**config.mk**
```make
export PLATFORM = sky130hd
export DESIGN_NAME = volley_score_engine
export DESIGN_NICKNAME = d
export VERILOG_FILES = /design/src/rtl/volley_score_engine.sv
export SDC_FILE = /design/constraint.sdc
export NUM_CORES = 1
export LEC_CHECK = 0
export ABC_AREA = 1
export CAP_MARGIN = 30
export CORE_MARGIN = 3
export CORE_UTILIZATION = 45
export DETAILED_ROUTE_END_ITERATION = 8
export GPL_TIMING_DRIVEN = 0
export PLACE_DENSITY = 0.66
export SYNTH_ARGS = -nofsm -noshare
export SYNTH_HDL_FRONTEND = slang
export SYNTH_SLANG_ARGS = --single-unit
```
**constraint.sdc**
```tcl
create_clock -name clk -period 3.01 [get_ports clk]
set_clock_uncertainty 0.2 [all_clocks]
set_input_delay 0.301 -clock clk [delete_from_list [all_inputs] [get_ports clk]]
set_output_delay 0.301 -clock clk [all_outputs]
set_load 0.02 [all_outputs]
```
**src/rtl/volley_score_engine.sv**
```systemverilog
// Point/set engine for one volleyball match: scores, set awards, undo stack
// and match completion, all in a single clock domain.
module volley_score_engine #(
  parameter int PNT_W         = 5,
  parameter int TARGET_NORMAL = 25,
  parameter int TARGET_TB     = 15,
  parameter int MARGIN        = 2,
  parameter int SETS_TO_WIN   = 3,
  parameter int HIST_DEPTH    = 8,
  localparam int SET_W        = $clog2(SETS_TO_WIN + 1),
  localparam int CNT_W        = $clog2(HIST_DEPTH + 1)
) (
  input  logic             clk,
  input  logic             rst,
  input  logic             pnt_a_inc,
  input  logic             pnt_b_inc,
  input  logic             undo,
  input  logic             mode25_15,
  output logic [PNT_W-1:0] pnt_a,
  output logic [PNT_W-1:0] pnt_b,
  output logic [SET_W-1:0] set_a,
  output logic [SET_W-1:0] set_b,
  output logic             RCOpnt_a,
  output logic             RCOpnt_b,
  output logic             serve_b,
  output logic [CNT_W-1:0] hist_cnt,
  output logic             match_over,
  output logic             winner_b,
  output logic             err,
  output logic [1:0]       state_dbg
);

  localparam int PTR_W = $clog2(HIST_DEPTH);
  localparam int EXT_W = PNT_W + 2;

  typedef enum logic [1:0] {
    ST_PLAY       = 2'd0,
    ST_SET_END    = 2'd1,
    ST_MATCH_OVER = 2'd2
  } state_e;

  // Inputs are single-cycle pulses with no back-pressure: every asserted
  // pulse is either applied in that cycle or rejected with a one-cycle err.
  state_e                state_q, state_d;
  logic [PNT_W-1:0]      pnt_a_q, pnt_a_d, pnt_b_q, pnt_b_d;
  logic [SET_W-1:0]      set_a_q, set_a_d, set_b_q, set_b_d;
  logic                  rco_a_q, rco_a_d, rco_b_q, rco_b_d;
  logic                  serve_b_q, serve_b_d, winner_b_q, winner_b_d;
  logic                  err_q, err_d;
  logic [HIST_DEPTH-1:0] hist_q, hist_d;
  logic [PTR_W-1:0]      wr_ptr_q, wr_ptr_d;
  logic [CNT_W-1:0]      hist_cnt_q, hist_cnt_d;

  logic [PNT_W-1:0]      mine, other;
  logic [EXT_W-1:0]      new_pnt, target;
  logic [PTR_W-1:0]      ptr_m1, ptr_m2;
  logic                  tb_set, any_in;

  always_comb begin
    state_d    = state_q;
    pnt_a_d    = pnt_a_q;
    pnt_b_d    = pnt_b_q;
    set_a_d    = set_a_q;
    set_b_d    = set_b_q;
    rco_a_d    = 1'b0;
    rco_b_d    = 1'b0;
    serve_b_d  = serve_b_q;
    winner_b_d = winner_b_q;
    err_d      = 1'b0;
    hist_d     = hist_q;
    wr_ptr_d   = wr_ptr_q;
    hist_cnt_d = hist_cnt_q;

    any_in  = pnt_a_inc | pnt_b_inc | undo;
    mine    = pnt_b_inc ? pnt_b_q : pnt_a_q;
    other   = pnt_b_inc ? pnt_a_q : pnt_b_q;
    new_pnt = EXT_W'(mine) + EXT_W'(1);
    tb_set  = mode25_15 ||
              (set_a_q == SET_W'(SETS_TO_WIN - 1) && set_b_q == SET_W'(SETS_TO_WIN - 1));
    target  = tb_set ? EXT_W'(TARGET_TB) : EXT_W'(TARGET_NORMAL);
    ptr_m1  = wr_ptr_q - PTR_W'(1);
    ptr_m2  = wr_ptr_q - PTR_W'(2);

    case (state_q)
      ST_PLAY: begin
        if (undo) begin
          if (pnt_a_inc || pnt_b_inc) err_d = 1'b1;
          if (hist_cnt_q == '0) begin
            err_d = 1'b1;
          end else begin
            if (hist_q[ptr_m1]) pnt_b_d = pnt_b_q - PNT_W'(1);
            else                pnt_a_d = pnt_a_q - PNT_W'(1);
            wr_ptr_d   = ptr_m1;
            hist_cnt_d = hist_cnt_q - CNT_W'(1);
            serve_b_d  = (hist_cnt_q > CNT_W'(1)) ? hist_q[ptr_m2] : 1'b0;
          end
        end else if (pnt_a_inc && pnt_b_inc) begin
          err_d = 1'b1;
        end else if (pnt_a_inc || pnt_b_inc) begin
          if (mine == {PNT_W{1'b1}}) begin
            err_d = 1'b1;
          end else begin
            if (pnt_b_inc) pnt_b_d = new_pnt[PNT_W-1:0];
            else           pnt_a_d = new_pnt[PNT_W-1:0];
            serve_b_d        = pnt_b_inc;
            hist_d[wr_ptr_q] = pnt_b_inc;
            wr_ptr_d         = wr_ptr_q + PTR_W'(1);
            if (hist_cnt_q != CNT_W'(HIST_DEPTH)) hist_cnt_d = hist_cnt_q + CNT_W'(1);
            // Lead is checked as new >= other + MARGIN to stay unsigned.
            if (new_pnt >= target && new_pnt >= EXT_W'(other) + EXT_W'(MARGIN)) begin
              state_d = ST_SET_END;
              if (pnt_b_inc) begin
                rco_b_d = 1'b1;
                set_b_d = set_b_q + SET_W'(1);
              end else begin
                rco_a_d = 1'b1;
                set_a_d = set_a_q + SET_W'(1);
              end
            end
          end
        end
      end
      ST_SET_END: begin
        err_d      = any_in;
        pnt_a_d    = '0;
        pnt_b_d    = '0;
        serve_b_d  = 1'b0;
        wr_ptr_d   = '0;
        hist_cnt_d = '0;
        if (set_a_q == SET_W'(SETS_TO_WIN) || set_b_q == SET_W'(SETS_TO_WIN)) begin
          state_d    = ST_MATCH_OVER;
          winner_b_d = (set_b_q == SET_W'(SETS_TO_WIN));
        end else begin
          state_d = ST_PLAY;
        end
      end
      ST_MATCH_OVER: err_d = any_in;
      default:       state_d = ST_PLAY;
    endcase
  end

  always_ff @(posedge clk) begin
    if (rst) begin
      state_q    <= ST_PLAY;
      pnt_a_q    <= '0;
      pnt_b_q    <= '0;
      set_a_q    <= '0;
      set_b_q    <= '0;
      rco_a_q    <= 1'b0;
      rco_b_q    <= 1'b0;
      serve_b_q  <= 1'b0;
      winner_b_q <= 1'b0;
      err_q      <= 1'b0;
      hist_q     <= '0;
      wr_ptr_q   <= '0;
      hist_cnt_q <= '0;
    end else begin
      state_q    <= state_d;
      pnt_a_q    <= pnt_a_d;
      pnt_b_q    <= pnt_b_d;
      set_a_q    <= set_a_d;
      set_b_q    <= set_b_d;
      rco_a_q    <= rco_a_d;
      rco_b_q    <= rco_b_d;
      serve_b_q  <= serve_b_d;
      winner_b_q <= winner_b_d;
      err_q      <= err_d;
      hist_q     <= hist_d;
      wr_ptr_q   <= wr_ptr_d;
      hist_cnt_q <= hist_cnt_d;
    end
  end

  assign pnt_a      = pnt_a_q;
  assign pnt_b      = pnt_b_q;
  assign set_a      = set_a_q;
  assign set_b      = set_b_q;
  assign RCOpnt_a   = rco_a_q;
  assign RCOpnt_b   = rco_b_q;
  assign serve_b    = serve_b_q;
  assign hist_cnt   = hist_cnt_q;
  assign match_over = (state_q == ST_MATCH_OVER);
  assign winner_b   = winner_b_q;
  assign err        = err_q;
  assign state_dbg  = state_q;

endmodule

```
### After elaboration in Yosys (flattened, before gate mapping)

Cells that the tools add are included.

| operators by class | value |
|---|---|
| add/subtract/negate cells | 11 |
| magnitude comparators | 7 |
| eq/ne operators | 22 |
| mux-type cells | 62 |
| bitwise gates (word level) | 10 |
| reductions and logical operators | 21 |

Operators with widths:

| operator | number |
|---|---|
| two-way mux 5 bit | 17 |
| AND reduction 7 bit | 4 |
| != test 3 bit, second input constant | 9 |
| two-way mux 4 bit | 6 |
| case mux 5 bit (2 select lines) | 2 |
| two-way mux 1 bit | 17 |
| two-way mux 3 bit | 5 |
| less-than comparator 3 x 4 -> 1 bit, second input constant | 3 |
| two-way mux 2 bit | 6 |
| AND reduction 6 bit | 2 |
| == test 2 bit, second input constant | 5 |
| != test 2 bit, second input constant | 5 |
| AND reduction 5 bit | 2 |
| subtractor 5 x 1 -> 5 bit, second input constant | 2 |
| bitwise mux 8 bit | 1 |
| NOT 1 bit | 8 |
| case mux 4 bit (2 select lines) | 1 |
| OR reduction 7 bit | 1 |
| adder 5 x 1 -> 6 bit, second input constant | 1 |
| adder 5 x 2 -> 6 bit, second input constant | 1 |
| binary-select mux 1 bit (select 3 bit) | 2 |
| greater-or-equal comparator 6 x 5 -> 1 bit | 1 |
| greater-or-equal comparator 6 bit | 1 |
| case mux 2 bit (3 select lines) | 1 |
| other kinds (22) | 30 |

| word-level totals | value |
|---|---|
| register bits | 36 |
| bits of input ports | 6 |

### Logic depth before layout (Yosys ltp)

Gate-level depths: netlist of the first run.

| depth | value |
|---|---|
| depth in word-level cells | 12 |
| mapped depth | 19 |
| depth with buffers taken out | 17 |

### Least setup slack after synthesis of the first run

No wires, ideal clock.

| timing path | value |
|---|---|
| kind | register to register |
| start | register pnt_a_q[0] (netlist: pnt_a[0]) |
| end | register state_q[1] (netlist: state_dbg[1]) |
| library setup time | 115 ps |
| arrival time | 2215 ps |
| data required time | 2695 ps |
| path slack | 480 ps |
| stages on the path, launching flop included | 15 |
| cells stage by stage | dfxtp_1 > inv_1 > o21ai_2 > ha_1 > nand2_1 > nor2_1 > ha_1 > ha_1 > inv_1 > nor2_2 > nand2_2 > nand2_4 > nand3_2 > a21oi_1 > nor2_1 |

| between the ends | value |
|---|---|
| cells in the longest elaborated chain, start to end | 6 |

Ends and longest elaborated chain:

| item | line | text |
|---|---|---|
| start, declared | 45 | `logic [PNT_W-1:0] pnt_a_q, pnt_a_d, pnt_b_q, pnt_b_d;` |
| start signal, assigned | 159 | `pnt_a_q <= pnt_a_d;` |
| two-way mux 5 bit, on equally long branches | 75, 76 |  |
| adder 5 x 1 -> 6 bit / adder 5 x 2 -> 6 bit (equally long branches) | 77, 110 |  |
| greater-or-equal comparator 6 x 5 -> 1 bit / greater-or-equal comparator 6 bit (equally long branches) | 110 | `if (new_pnt >= target && new_pnt >= EXT_W'(other) + EXT_W'(MARGIN)) begin` |
| logical AND 1 bit | 110 |  |
| != test 2 bit (no line) | n/a |  |
| AND reduction 6 bit (no line) (*) | n/a |  |
| end signal, assigned | 158 | `state_q <= state_d;` |
| end, declared | 44 | `state_e state_q, state_d;` |

Mark *: on every way between the ends. The rest lies on a longest branch, timed or not.
A chain may end at the register's enable or synchronous reset.

### Worst setup path in the final report of the first run

| timing path | value |
|---|---|
| start | register pnt_a_q[0] (netlist: pnt_a[0]) |
| end | register set_a_q[1] (netlist: set_a[1]) |

| between the ends | value |
|---|---|
| cells in the longest elaborated chain, start to end | 5 |

Ends and longest elaborated chain:

| item | line | text |
|---|---|---|
| two-way mux 5 bit, on equally long branches | 75, 76 |  |
| adder 5 x 1 -> 6 bit / adder 5 x 2 -> 6 bit (equally long branches) | 77, 110 |  |
| greater-or-equal comparator 6 x 5 -> 1 bit / greater-or-equal comparator 6 bit (equally long branches) | 110 |  |
| logical AND 1 bit | 110 |  |
| AND reduction 7 bit (no line) (*) | n/a |  |
| end signal, assigned | 161 | `set_a_q <= set_a_d;` |
| end, declared | 46 | `logic [SET_W-1:0] set_a_q, set_a_d, set_b_q, set_b_d;` |

Marked as above.

==> impl_metrics.ini, run 1 <==
[pwr]
power_switching_mw = 1.39
vdd_drop_max_uv = 444
comb_power_share_pct = 61.1
p_clk_share_pct = 12.9
total_power_mw = 2.83
swShare_pct = 49.1
p_leak_nw = 1.44
seq_power_share_pct = 26.0
powerDensity_mw_per_mm2 = 884
internal-power_mw = 1.44

[synthesis]
synth_top_area_cell = dfxtp_1
yosysSeqAreaShare_pct = 26.7
syn_area_per_cell_um2 = 6.82
syn_nets = 431
synthFlopType = dfxtp_1
synth_async_sr_flop_share_pct = 0
synth_top_area_share_pct = 26.7
synth.area.top_cells = dfxtp_1 (27%), ha_1 (13%), nand2_1 (11%)
synth_most_common_cell = nand2_1
ys_top_cells_by_count = nand2_1 (78), inv_1 (58), a21oi_1 (45)
ys_warn_count = 0
yosysUniqueCellTypes = 31
synthCells = 396
netlist_area_mm2 = 0.00270
ys_ff_latch = 36
synth_edf_count = 0

[critical_path]
cp_max_fo = 6
crit_arrival_ps = 2650
cpPeakStageDelay_ps = 380
end_kind = flip-flop
worst_path_most_repeated_cell = nand2_1
critPathLaunchType = flip-flop
r2r_cells = 16
cp.required_ps = 3030
slowest_stage = dfxtp_1
cp_cell_sequence = inv_1 > o21ai_4 > ha_1 > inv_1 > xor2_2 > inv_1 > ha_1 > nand2_1 > nand2_1 > a21oi_1 > nand2_1 > nand2_1 > nand2_2 > nand3_1 > nand2_1 > a21oi_1
crit_type = reg -> reg

[cells_and_area]
diodes = 0
postLayoutCellArea_mm2 = 0.00320
layout.nets = 467
drive_above_1_share_pct = 9.47
syn_to_final_growth_pct = 18.7

[timing]
post-route-min-period_ps = 2630
tightestPinTransition_ps = 479
hold_viol = 0
rsz0062_at_grt = no
relSlewSlack_pct = 67.2
fmax_mhz = 380
finalSetupTns_ps = 0
slew_violations = 0
setup_viol = 0
min_period_over_period_pct = 87.5
holdWs_ps = 244

[die]
die_h_um = 83.5
die_area_mm2 = 0.00697
start_util_pct = 47.9
core-area_mm2 = 0.00564
rows = 27
chipWidth_um = 83.5
io_pins = 32

[placed_design]
gp_congestion = 0.851
portBuffers = 30
hpwl_mm = 5.04
place_area_mm2 = 0.00309

[route]
vias = 2622
drt_wl_total_mm = 6.70
dr.pass1.iters = 4
antenna_left = 0
vias_per_cell = 5.19
drc = 0
post_drt_wl_per_cell_um = 13.3
drtIter0Drc = 159

[clock_tree]
cts_tree = built
htree_levels = 2
cts_root_buffer = clkbuf_8
worstSkewPairLatency_ps = 290
clkSinkCount = 36
clk_path_buf_depth = 2
path_clk_slew_ps = 70
numCtsBuffers = 5

[global_route]
antenna_found_initial = 0
grt_overflow_total = 0
grt_pass1_vias = 2387
grt_pass1_wl_mm = 11.4
grt_max_degree = 11
gr-usage-all-layers_pct = 19.8

[hold_path]
worstHoldPathCells = 2
hold_path_class = in -> reg

[run_status]
status = complete, no violations

[flow_run]
drv_cap = 0
-- metrics by stage --
stage          utilization (%)  cells  setup slack [ps]
5_1_grt                   56.8    505              72.0
4_1_cts                   56.4    506              34.5
6_report                  56.8    505               376
2_1_floorplan                -    396               480
3_3_place_gp              54.8    498              -252
3_5_place_dp              54.8    498              -276
-- area by class of cell --
type | count | area (um^2)
fill | 556 | 2440
multi-input combinational | 288 | 1700
sequential | 36 | 721
timing repair buffer | 30 | 303
inverter | 61 | 229
clock buffer | 8 | 90.1
tap | 72 | 90.1
buffer | 10 | 72.6
-- worst max-delay path, delay by kind of cell, from the launching register on --
kind                       cells  cell delay (ps)
xor gates and xnor gates       1              190
and+or+nand+nor                7              550
DFF                            1              380
AOI/OAI and AO/OA              3              450
buffers and inverters          3              280
adders and majority gates      2              500
-- what timing repair did --
action                     4_1_cts  5_1_grt
hold buffers                     0        0
gates resized for setup          0        6
setup buffers                    0        0
setup endpoints to repair        0       21
-- cells by family after synthesis --
logic type | synth area share [%]
AOI/OAI and AO/OA | 20.5
xor gates and xnor gates | 2.27
adders and majority gates | 13.4
buffers and inverters | 11.3
DFF | 26.7
and+or+nand+nor | 25.8
-- power by group through the flow --
| stage | clock, mW | sequential, mW | combinational [mW] |
|---|---|---|---|
| 2_1_floorplan | 0 | 0.829 | 1.13 |
| 6_report | 0.367 | 0.735 | 1.73 |
| 4_1_cts | 0.372 | 0.735 | 1.71 |
| 3_5_place_dp | 0 | 0.746 | 1.70 |
| 3_3_place_gp | 0 | 0.745 | 1.68 |
| 5_1_grt | 0.390 | 0.760 | 1.96 |
-- sequential cells by signal, indices dropped and copies added, names as in the netlist --
signal     flops
state_dbg      2
hist_q         8
set_b          2
winner_b       1
RCOpnt_b       1
serve_b        1
set_a          2
pnt_a          5
RCOpnt_a       1
err            1
pnt_b          5
hist_cnt       4
wr_ptr_q       3
-- layout by cell type (no fill, tap or decap), types with 2 or more instances in the layout --
cell / synthesis / routed
nand3_2: 5 / 5
o21ai_0: 37 / 37
nand4_1: 7 / 7
clkdlybuf4s50_1: 0 / 29
nand2_2: 7 / 7
dfxtp_1: 36 / 36
o21ai_1: 2 / 2
o211ai_1: 4 / 4
buf_2: 4 / 4
ha_1: 29 / 29
buf_6: 2 / 2
xor2_1: 6 / 5
nor2_1: 26 / 24
nand2_1: 78 / 78
nand3_1: 16 / 16
clkbuf_1: 4 / 5
inv_2: 2 / 2
o21ai_2: 4 / 3
inv_1: 58 / 58
clkbuf_8: 0 / 6
nor2_2: 4 / 6
a211oi_1: 7 / 7
nor4_1: 3 / 3
a21oi_1: 45 / 45
-- layer usage --
layer | GRT usage, % | vias to the layer above | part of all wire (%)
met2 | 29.4 | 67 | 41
met5 | 0 | - | 0
met3 | 3.16 | 10 | 5.7
li1 | - | 1382 | -
met1 | 28.9 | 1163 | 52
met4 | 6.73 | 0 | 1.5
-- path summary, 6_finish.rpt --
kind	endpoint	from	slack, ps
max	set_a[1]$_SDFFE_PP0P_	pnt_a[0]$_SDFFE_PP0P_	380
min	set_a[0]$_SDFFE_PP0P_	rst	240
max reg2reg	set_a[1]$_SDFFE_PP0P_	pnt_a[0]$_SDFFE_PP0P_	380
min reg2reg	hist_q[6]$_SDFFE_PP0P_	hist_q[6]$_SDFFE_PP0P_	270
Note: power is estimated with default switching activity, not from simulation.
==> run 2, diff against run 1 <==
--- a/config.mk
+++ b/config.mk
@@ -7,11 +7,12 @@
 export LEC_CHECK = 0
 export ABC_AREA = 1
 export CAP_MARGIN = 30
-export CORE_MARGIN = 3
+export CORE_MARGIN = 10
 export CORE_UTILIZATION = 45
 export DETAILED_ROUTE_END_ITERATION = 8
 export GPL_TIMING_DRIVEN = 0
 export PLACE_DENSITY = 0.66
+export REMOVE_ABC_BUFFERS = 1
 export SYNTH_ARGS = -nofsm -noshare
 export SYNTH_HDL_FRONTEND = slang
 export SYNTH_SLANG_ARGS = --single-unit
==> run 2 against run 1 <==
Worst hold slack improved by 32 ps. Sequential power increased by 3.8%. Sequential cell count unchanged. Power decreased by 1.8%. Design area decreased by 2.4%. Combinational power decreased by 5%. Core utilization decreased by 3.7 points. Largest power group unchanged. Routed wire length decreased by 1.8%.
==> impl_metrics.ini, run 2 (synthesis gave the netlist of run 1 again) <==
[route]
post_drt_wl_per_cell_um = 13.2
drtIter0Drc = 134
dr.pass1.iters = 4
vias_per_cell = 5.20
antenna_left = 0
drt_wl_total_mm = 6.58
drc = 0
vias = 2599

[cells_and_area]
multi_input_area_mm2 = 0.00167
n_fill_cell = 591
syn_to_final_growth_pct = 15.8
register_area_um2 = 721
largest_register = hist_q
final_cells = 500
largest_reg_flops = 8
final_cell_mix = nand2_1 (78), inv_1 (58), a21oi_1 (45)
drive_above_1_share_pct = 7.53
diodes = 0
final_common_cell = nand2_1
layout.nets = 459

[timing]
slew_violations = 0
relSlewSlack_pct = 45.0
min_period_over_period_pct = 88.1
tightestPinTransition_ps = 823
setup_viol = 0
holdWs_ps = 276
layout_setup_ws_ps = 359
hold_viol = 0
fmax_mhz = 377
rsz0062_at_grt = no
post-route-min-period_ps = 2650
finalSetupTns_ps = 0

[die]
start_util_pct = 45.9
core-area_mm2 = 0.00589
io_pins = 32
die_h_um = 97.5
die_area_mm2 = 0.00950
chipWidth_um = 97.5
rows = 28

[global_route]
gr-usage-all-layers_pct = 14.3
grt_pass1_wl_mm = 11.6
antenna_found_initial = 0
grt_overflow_total = 0
grt_max_degree = 23
grt-busiest-layer = met2
use_met3_pct = 4.41
grt_pass1_vias = 2469
gr-usage-met1_pct = 18.4
grt.met2_usage_pct = 22.1

[flow_run]
drv_cap = 0

[clock_tree]
cts_setup_buffers = 0
cts_root_buffer = clkbuf_8
cts_tree = built
cts_hold_buf = 0
worstSkewPairLatency_ps = 290
clkSinkCount = 36
htree_levels = 2
numCtsBuffers = 5
clk_path_buf_depth = 2
path_clk_slew_ps = 70

[placed_design]
portBuffers = 31
gp_congestion = 0.847
pre_cts_ws_ps = -530
hpwl_mm = 4.90
place_inst = 492

[critical_path]
crit_arrival_ps = 2660
cp_cell_sequence = clkbuf_2 > buf_8 > o21ai_2 > ha_1 > inv_1 > xor2_1 > inv_1 > ha_1 > nand2_1 > nand2_1 > a21oi_1 > nand2_1 > nand2_1 > nand2_2 > nand3_1 > nand2_1 > a21oi_1
cpPeakStageDelay_ps = 290
critPathLaunchType = input port
cp.required_ps = 3020
crit_type = in -> reg
slowest_stage = ha_1
end_kind = flip-flop
cp_max_fo = 16
worst_path_most_repeated_cell = nand2_1

[run_status]
status = complete, no violations

[pwr]
vdd_drop_max_uv = 449
p_leak_nw = 1.40
powerDensity_mw_per_mm2 = 890
total_power_mw = 2.78

[hold_path]
hold_path_class = reg -> reg
==> run 2: cell count changes in the layout (fill, tap and decap cells not counted), moves of 2 or more <==
cell / delta
nor2_1: +2
nor2_2: -2
buf_2: -4
clkbuf_1: -3
buf_6: -2
==> run 2: final timing paths <==
check / slack, ps / startpoint / cells after the start / endpoint
worst max-delay path: 360 / pnt_b_inc / 17 / set_a[1]$_SDFFE_PP0P_
worst min-delay path: 280 / hist_q[7]$_SDFFE_PP0P_ / 2 / hist_q[7]$_SDFFE_PP0P_
worst max register to register: 370 / wr_ptr_q[0]$_SDFFE_PP0P_ / 12 / pnt_a[4]$_SDFFE_PP0P_
worst min register to register: 280 / hist_q[7]$_SDFFE_PP0P_ / 2 / hist_q[7]$_SDFFE_PP0P_
==> run 2: what timing repair did <==
action                     4_1_cts  5_1_grt
resized for setup                1        2
setup endpoints to repair       30       30
pin swaps                        0        0
==> run 2: area by class of cell <==
cell class | count | area share, %
flip-flops and latches | 36 | 23.0
multi-input cells | 288 | 53.5
repair buffers | 32 | 10.2
inverters | 61 | 7.32
clock buffers | 8 | 2.88
well taps | 75 | 3.00
==> run 2: worst max-delay path: cells and delay by family <==
family | cells | cell delay (ps)
buf+inv | 4 | 630
simple gates | 7 | 540
compound gates | 3 | 500
fa+ha+maj | 2 | 500
xor+xnor | 1 | 190
==> run 2: where the power goes <==
part / switching (mW) / total (mW) / internal [mW] / leakage (nW)
clock network: 0.179 / 0.365 / 0.187 / 0.0455
logic: 1.02 / 1.65 / 0.633 / 1.06
registers: 0.162 / 0.763 / 0.601 / 0.294
==> run 2: stage by stage <==
stage	util, %	area, um^2
final	53.1	3130
after global routing	53.1	3130
after detailed placement	51.7	3040
after global placement	51.4	3030
after floorplan	-	2620
after CTS	53.2	3130
==> run 2: layer usage <==
layer	wire (um)	part of all wire (%)
met1	3160	48
met3	402	6.1
met2	2920	44
met5	0	0
met4	90	1.4
